**src/rtl/ekf_stage_sequencer.sv**
```systemverilog
// EKF stage sequencer: host stage commands pass through a small FIFO and are
// dispatched one at a time to a downstream stage using a ready handshake.
module ekf_stage_sequencer #(
  parameter int DW     = 32,
  parameter int DEPTH  = 4,
  parameter int ANG_W  = 17,
  parameter int ANG_HI = 19,
  parameter int CNT_W  = 8
) (
  input  logic                       clk,
  input  logic                       sys_rst,
  input  logic [2:0]                 stage_val,
  input  logic [DW-1:0]              vlr,
  input  logic [DW-1:0]              alpha,
  input  logic [DW-1:0]              rk,
  input  logic [DW-1:0]              phi,
  input  logic                       stage_rdy,
  output logic [2:0]                 out_stage,
  output logic [DW-1:0]              out_vlr,
  output logic [DW-1:0]              out_alpha,
  output logic [DW-1:0]              out_rk,
  output logic [DW-1:0]              out_phi,
  output logic [ANG_W-1:0]           out_alpha_ang,
  output logic [ANG_W-1:0]           out_phi_ang,
  output logic [$clog2(DEPTH):0]     fifo_count,
  output logic                       cmd_drop,
  output logic [CNT_W-1:0]           drop_cnt,
  output logic                       busy
);

  localparam int PW = $clog2(DEPTH);
  localparam int CW = PW + 1;

  typedef struct packed {
    logic [2:0]    code;
    logic [DW-1:0] a;
    logic [DW-1:0] b;
  } cmd_t;

  typedef enum logic [1:0] {
    ST_IDLE  = 2'd0,
    ST_ISSUE = 2'd1,
    ST_WAIT  = 2'd2
  } state_t;

  state_t           r_state;
  state_t           w_next_state;
  logic [2:0]       r_stage_val_q;
  cmd_t             r_mem [DEPTH];
  logic [PW-1:0]    r_wr_ptr;
  logic [PW-1:0]    r_rd_ptr;
  logic [CW-1:0]    r_count;
  logic             r_cmd_drop;
  logic [CNT_W-1:0] r_drop_cnt;
  logic [2:0]       r_out_stage;
  logic [DW-1:0]    r_out_vlr;
  logic [DW-1:0]    r_out_alpha;
  logic [DW-1:0]    r_out_rk;
  logic [DW-1:0]    r_out_phi;

  logic             w_event;
  logic             w_full;
  logic             w_push;
  logic             w_pop;
  logic             w_drop;
  logic             w_release;
  cmd_t             w_push_cmd;
  cmd_t             w_head;

  // A command is a rising transition out of IDLE onto a valid stage code.
  assign w_event = (r_stage_val_q == 3'd0) &&
                   (stage_val >= 3'd1) && (stage_val <= 3'd4);
  assign w_full  = (r_count == CW'(DEPTH));
  assign w_push  = w_event && (!w_full || w_pop);
  assign w_drop  = w_event && w_full && !w_pop;
  assign w_head  = r_mem[r_rd_ptr];

  always_comb begin
    w_push_cmd.code = stage_val;
    w_push_cmd.a    = rk;
    w_push_cmd.b    = phi;
    if (stage_val == 3'd1) begin
      w_push_cmd.a = vlr;
      w_push_cmd.b = alpha;
    end
  end

  always_ff @(posedge clk) begin
    if (sys_rst) begin
      r_stage_val_q <= 3'd0;
    end else begin
      r_stage_val_q <= stage_val;
    end
  end

  always_ff @(posedge clk) begin
    if (w_push) begin
      r_mem[r_wr_ptr] <= w_push_cmd;
    end
  end

  // Pointers wrap for free because DEPTH is a power of two.
  always_ff @(posedge clk) begin
    if (sys_rst) begin
      r_wr_ptr <= '0;
      r_rd_ptr <= '0;
      r_count  <= '0;
    end else begin
      if (w_push) begin
        r_wr_ptr <= r_wr_ptr + PW'(1);
      end
      if (w_pop) begin
        r_rd_ptr <= r_rd_ptr + PW'(1);
      end
      if (w_push && !w_pop) begin
        r_count <= r_count + CW'(1);
      end else if (w_pop && !w_push) begin
        r_count <= r_count - CW'(1);
      end
    end
  end

  always_ff @(posedge clk) begin
    if (sys_rst) begin
      r_cmd_drop <= 1'b0;
      r_drop_cnt <= '0;
    end else begin
      r_cmd_drop <= w_drop;
      if (w_drop && (r_drop_cnt != {CNT_W{1'b1}})) begin
        r_drop_cnt <= r_drop_cnt + CNT_W'(1);
      end
    end
  end

  always_ff @(posedge clk) begin
    if (sys_rst) begin
      r_state <= ST_IDLE;
    end else begin
      r_state <= w_next_state;
    end
  end

  // The pop decision uses the registered count, so a push never bypasses.
  always_comb begin
    w_next_state = r_state;
    w_pop        = 1'b0;
    w_release    = 1'b0;
    case (r_state)
      ST_IDLE: begin
        if (r_count != '0) begin
          w_pop        = 1'b1;
          w_next_state = ST_ISSUE;
        end
      end
      ST_ISSUE: begin
        w_next_state = ST_WAIT;
      end
      ST_WAIT: begin
        if (stage_rdy) begin
          w_release    = 1'b1;
          w_next_state = ST_IDLE;
        end
      end
      default: begin
        w_next_state = ST_IDLE;
      end
    endcase
  end

  always_ff @(posedge clk) begin
    if (sys_rst) begin
      r_out_stage <= 3'd0;
      r_out_vlr   <= '0;
      r_out_alpha <= '0;
      r_out_rk    <= '0;
      r_out_phi   <= '0;
    end else if (w_pop) begin
      r_out_stage <= w_head.code;
      if (w_head.code == 3'd1) begin
        r_out_vlr   <= w_head.a;
        r_out_alpha <= w_head.b;
      end else begin
        r_out_rk    <= w_head.a;
        r_out_phi   <= w_head.b;
      end
    end else if (w_release) begin
      r_out_stage <= 3'd0;
    end
  end

  assign out_stage     = r_out_stage;
  assign out_vlr       = r_out_vlr;
  assign out_alpha     = r_out_alpha;
  assign out_rk        = r_out_rk;
  assign out_phi       = r_out_phi;
  assign out_alpha_ang = {r_out_alpha[DW-1], r_out_alpha[ANG_HI -: ANG_W-1]};
  assign out_phi_ang   = {r_out_phi[DW-1], r_out_phi[ANG_HI -: ANG_W-1]};
  assign fifo_count    = r_count;
  assign cmd_drop      = r_cmd_drop;
  assign drop_cnt      = r_drop_cnt;
  assign busy          = (r_state != ST_IDLE) || (r_count != '0);

endmodule

```
**config.mk**
```make
export PLATFORM = sky130hd
export DESIGN_NAME = ekf_stage_sequencer
export DESIGN_NICKNAME = d
export VERILOG_FILES = /design/src/rtl/ekf_stage_sequencer.sv
export SDC_FILE = /design/constraint.sdc
export NUM_CORES = 1
export LEC_CHECK = 0
export ABC_CLOCK_PERIOD_IN_PS = 3100
export BUFFER_PORTS_ARGS = -buffer_cell sky130_fd_sc_hd__buf_2
export CORE_ASPECT_RATIO = 0.9
export CORE_MARGIN = 2
export CORE_UTILIZATION = 45
export CTS_CLUSTER_SIZE = 25
export DETAILED_ROUTE_END_ITERATION = 10
export HOLD_SLACK_MARGIN = 0.02
export MAX_ROUTING_LAYER = met4
export PLACE_DENSITY_LB_ADDON = 0.2
export SLEW_MARGIN = 20
export SYNTH_ARGS = -nofsm -noshare
export SYNTH_HDL_FRONTEND = slang
export SYNTH_SLANG_ARGS = --single-unit
```
**constraint.sdc**
```tcl
create_clock -name clk -period 3.1 [get_ports clk]
set_input_delay 0.155 -clock clk [delete_from_list [all_inputs] [get_ports clk]]
set_output_delay 0.155 -clock clk [all_outputs]
set_load 0.01 [all_outputs]
```
==> results.yml <==
run_status:
  status: "complete, no violations"
global_routing:
  grt.overflow.total: 0
  antenna_found_initial: 0
  grt_pass1_vias: 11300
  grt_usage: 0.214
  grt_max_degree: 133
  grt_pass1_wl_um: 63900
worst_hold_path:
  hold_end: "r_stage_val_q[1]$_SDFF_PP0_"
  min_path_type: "in2reg"
  min-delay-start: "sys_rst"
  holdPathStages: 2
synth:
  ys_types: 37
  ys_seq_elements: 422
  syn-num-nets: 1323
  ys_warn_count: 0
  syn_area_um2: 16800
  seq_area_frac_synth: 0.663
  syn_inst: 1182
  avgSynthCellArea_um2: 14.2
worst_setup_path:
  path_class: "reg2reg"
  cp.arrival_ps: 2900
  cp_cell_sequence: "mux4_2 > or3_2 > buf_12 > o21ai_0 > a21oi_1"
  path_max_fanout: 47
  required_ps: 3510
  crit_path_end_kind: "flop"
  slowest_delay_ps: 670
  start_kind: "flop"
  r2r_cells: 5
  rr_endpoint: "out_alpha[29]$_SDFFE_PP0P_"
  cp_slowest_cell: "or3_2"
  crit_family: "simple AND/OR/NAND/NOR gates"
  rrSetupSlack_ps: 610
  critical_path_buf_inv_count: 1
timing:
  slew_headroom: 0.299
  hold_viol: 0
  tns_ps: 0
  report.final.slew_viol_count: 0
  fmaxAchievable_mhz: 402
  worstMarginPinSlew_ps: 1050
  finalClockSkew_ps: 16.6
  fin_crit_sh: 0.803
  setup_viol: 0
  grt_setup_unrepaired: "false"
  fin_crit_ps: 2490
  timing.hold.ws_ps: 119
place:
  finalWeightedCongestion: 0.728
  hpwl_um: 22700
  placement.io_buffers: 311
pwr:
  switching_share: 0.321
  switching_power_uw: 5440
  p_int_uw: 11500
  p_seq_frac: 0.415
  p_leak_uw: 0.00773
  p_clk_frac: 0.303
  vdd_ir_drop_max_v: 0.000866
  pwr-share-comb: 0.282
  power_density_nw_per_um2: 798
routing:
  routed_wirelength_um: 40800
  vias_per_cell: 5.42
  drc_errors: 0
  drt_pass1_iterations: 7
  drtIter0Drc: 713
  dr_total_vias: 11200
  ant_nets: 0
  wl_per_cell_um: 19.7
clock_tree:
  clock_path_buffers: 3
  clkLatencyLatePin_ps: 550
  cts-root-buf: "clkbuf_16"
  cts_tree: "built"
  cts_resized: 0
  clock-sinks: 422
  numCtsBuffers: 43
  h-tree-depth: 2
  clkTransAtPathRegs_ps: 60
cells_and_area:
  antenna_cells: 0
  nNetsFinal: 1695
  area_delta_synth_final_pct: 26.3
  most-common-layout-cells: "buf_2, edfxtp_1, dfxtp_1"
  drive_gt1_frac: 0.342
  fillCellCount: 2994
  final_common_cell: "buf_2"
run:
  cap_viol_max_count: 0
floorplanning:
  die_h_um: 187
  die_w_um: 208
  start_util: 0.454
  io_pins: 312
  die_area_um2: 38800
  core_region_area_um2: 37000
  rows: 67
[per-stage QoR]
stage          instance area [um^2]  setup slack (ps)   util  std cells  total power, uW
3_3_place_gp                  18500               636  0.500       1860            11700
5_1_grt                       21200               438  0.573       2072            17800
3_5_place_dp                  18500               585  0.500       1860            11800
2_1_floorplan                 16800               452      -       1182            10300
6_report                      21200               612  0.573       2072            16900
4_1_cts                       21200               582  0.573       2072            17100
[timing repair]
item                                   CTS  global route
hold buffers                           132             0
endpoints found under the hold margin  273             0
buffers inserted                         0             0
[metal layers]
layer  GRT usage  vias up  share of wire  wire length [um]
met5           -        -              0                 0
met2       0.345      295           0.49             19800
met1       0.287     5649           0.45             18300
li1            -     5225              -                 -
met4      0.0588        0          0.020               834
met3      0.0296       57          0.045              1830
[worst reg2reg max path, stage by stage (launching register included)]
cell     delay [ps]
dfxtp_4         480
mux4_2          600
or3_2           670
buf_12          310
o21ai_0         220
a21oi_1          90
[how the worst max path moves through the flow]
stage / start / end / cells after the start
global route: flop / out_phi[2]$_SDFFE_PP0P_ / 4
CTS: flop / out_phi[5]$_SDFFE_PP0P_ / 4
floorplan: fifo_count[0]$_SDFFE_PP0P_ / fifo_count[2]$_SDFFE_PP0P_ / 11
finish: flop / out_alpha[29]$_SDFFE_PP0P_ / 5
global placement: flop / out_phi[8]$_SDFFE_PP0P_ / 4
detailed placement: flop / out_phi[5]$_SDFFE_PP0P_ / 4
[sequential cells by signal, indices dropped and copies added (netlist names), named ones only]
register and cells:
cmd_drop 1, drop_cnt 8, fifo_count 3, out_alpha 32
out_phi 32, out_rk 32, out_stage 3, out_vlr 32
r_mem 268, r_rd_ptr 2, r_stage_val_q 3, r_state 2
r_wr_ptr 2
[cells in the mapped netlist, drive strengths merged]
cell type | instances | area (um^2)
ha | 6 | 75.1
or2 | 1 | 6.26
mux4 | 67 | 1510
nor3 | 6 | 30.0
xor2 | 2 | 17.5
a21oi | 135 | 676
nand2 | 6 | 22.5
xnor2 | 2 | 17.5
nor4 | 3 | 18.8
a31oi | 1 | 6.26
fa | 1 | 20.0
dfxtp | 154 | 3080
nor3b | 3 | 27.5
nand3 | 138 | 691
o21ai | 132 | 661
inv | 5 | 18.8
a311oi | 1 | 8.76
o31ai | 1 | 7.51
nand2b | 4 | 25.0
and3 | 6 | 37.5
mux2 | 69 | 777
mux2i | 3 | 30.0
edfxtp | 268 | 8050
or3b | 1 | 8.76
or3 | 3 | 18.8
clkbuf | 55 | 206
or4 | 1 | 7.51
nand3b | 1 | 7.51
nor2b | 8 | 50.1
buf | 78 | 571
nor4b | 3 | 26.3
nor2 | 18 | 67.6
[final cells by class]
| type | count | area (um^2) | area share |
|---|---|---|---|
| well taps | 483 | 604 | 0.0285 |
| inverters | 5 | 18.8 | 0.000886 |
| clock inverters | 19 | 181 | 0.00856 |
| repair buffers | 460 | 3130 | 0.148 |
| flip-flops and latches | 422 | 11100 | 0.526 |
| clock buffers | 61 | 1220 | 0.0577 |
| multi-input cells | 622 | 4890 | 0.231 |
[cell families (layout without fill, tap and decap cells)]
logic type	count (synthesis)	count (layout)	synth area share
simple gates	202	202	0.0623
flops	422	422	0.663
buf+inv	138	545	0.0474
fa+ha+maj	7	7	0.00567
compound gates	270	270	0.0810
xor+xnor	4	4	0.00209
mux	139	139	0.138
[power by group through the flow]
stage	sequential (uW)	clock (uW)	combinational, uW
after floorplan	7270	0	3040
after global placement	7130	0	4590
after detailed placement	7140	0	4650
after CTS	7030	5240	4800
after global routing	7100	5460	5200
final	7020	5130	4770
(Power assumes the default switching activity.)
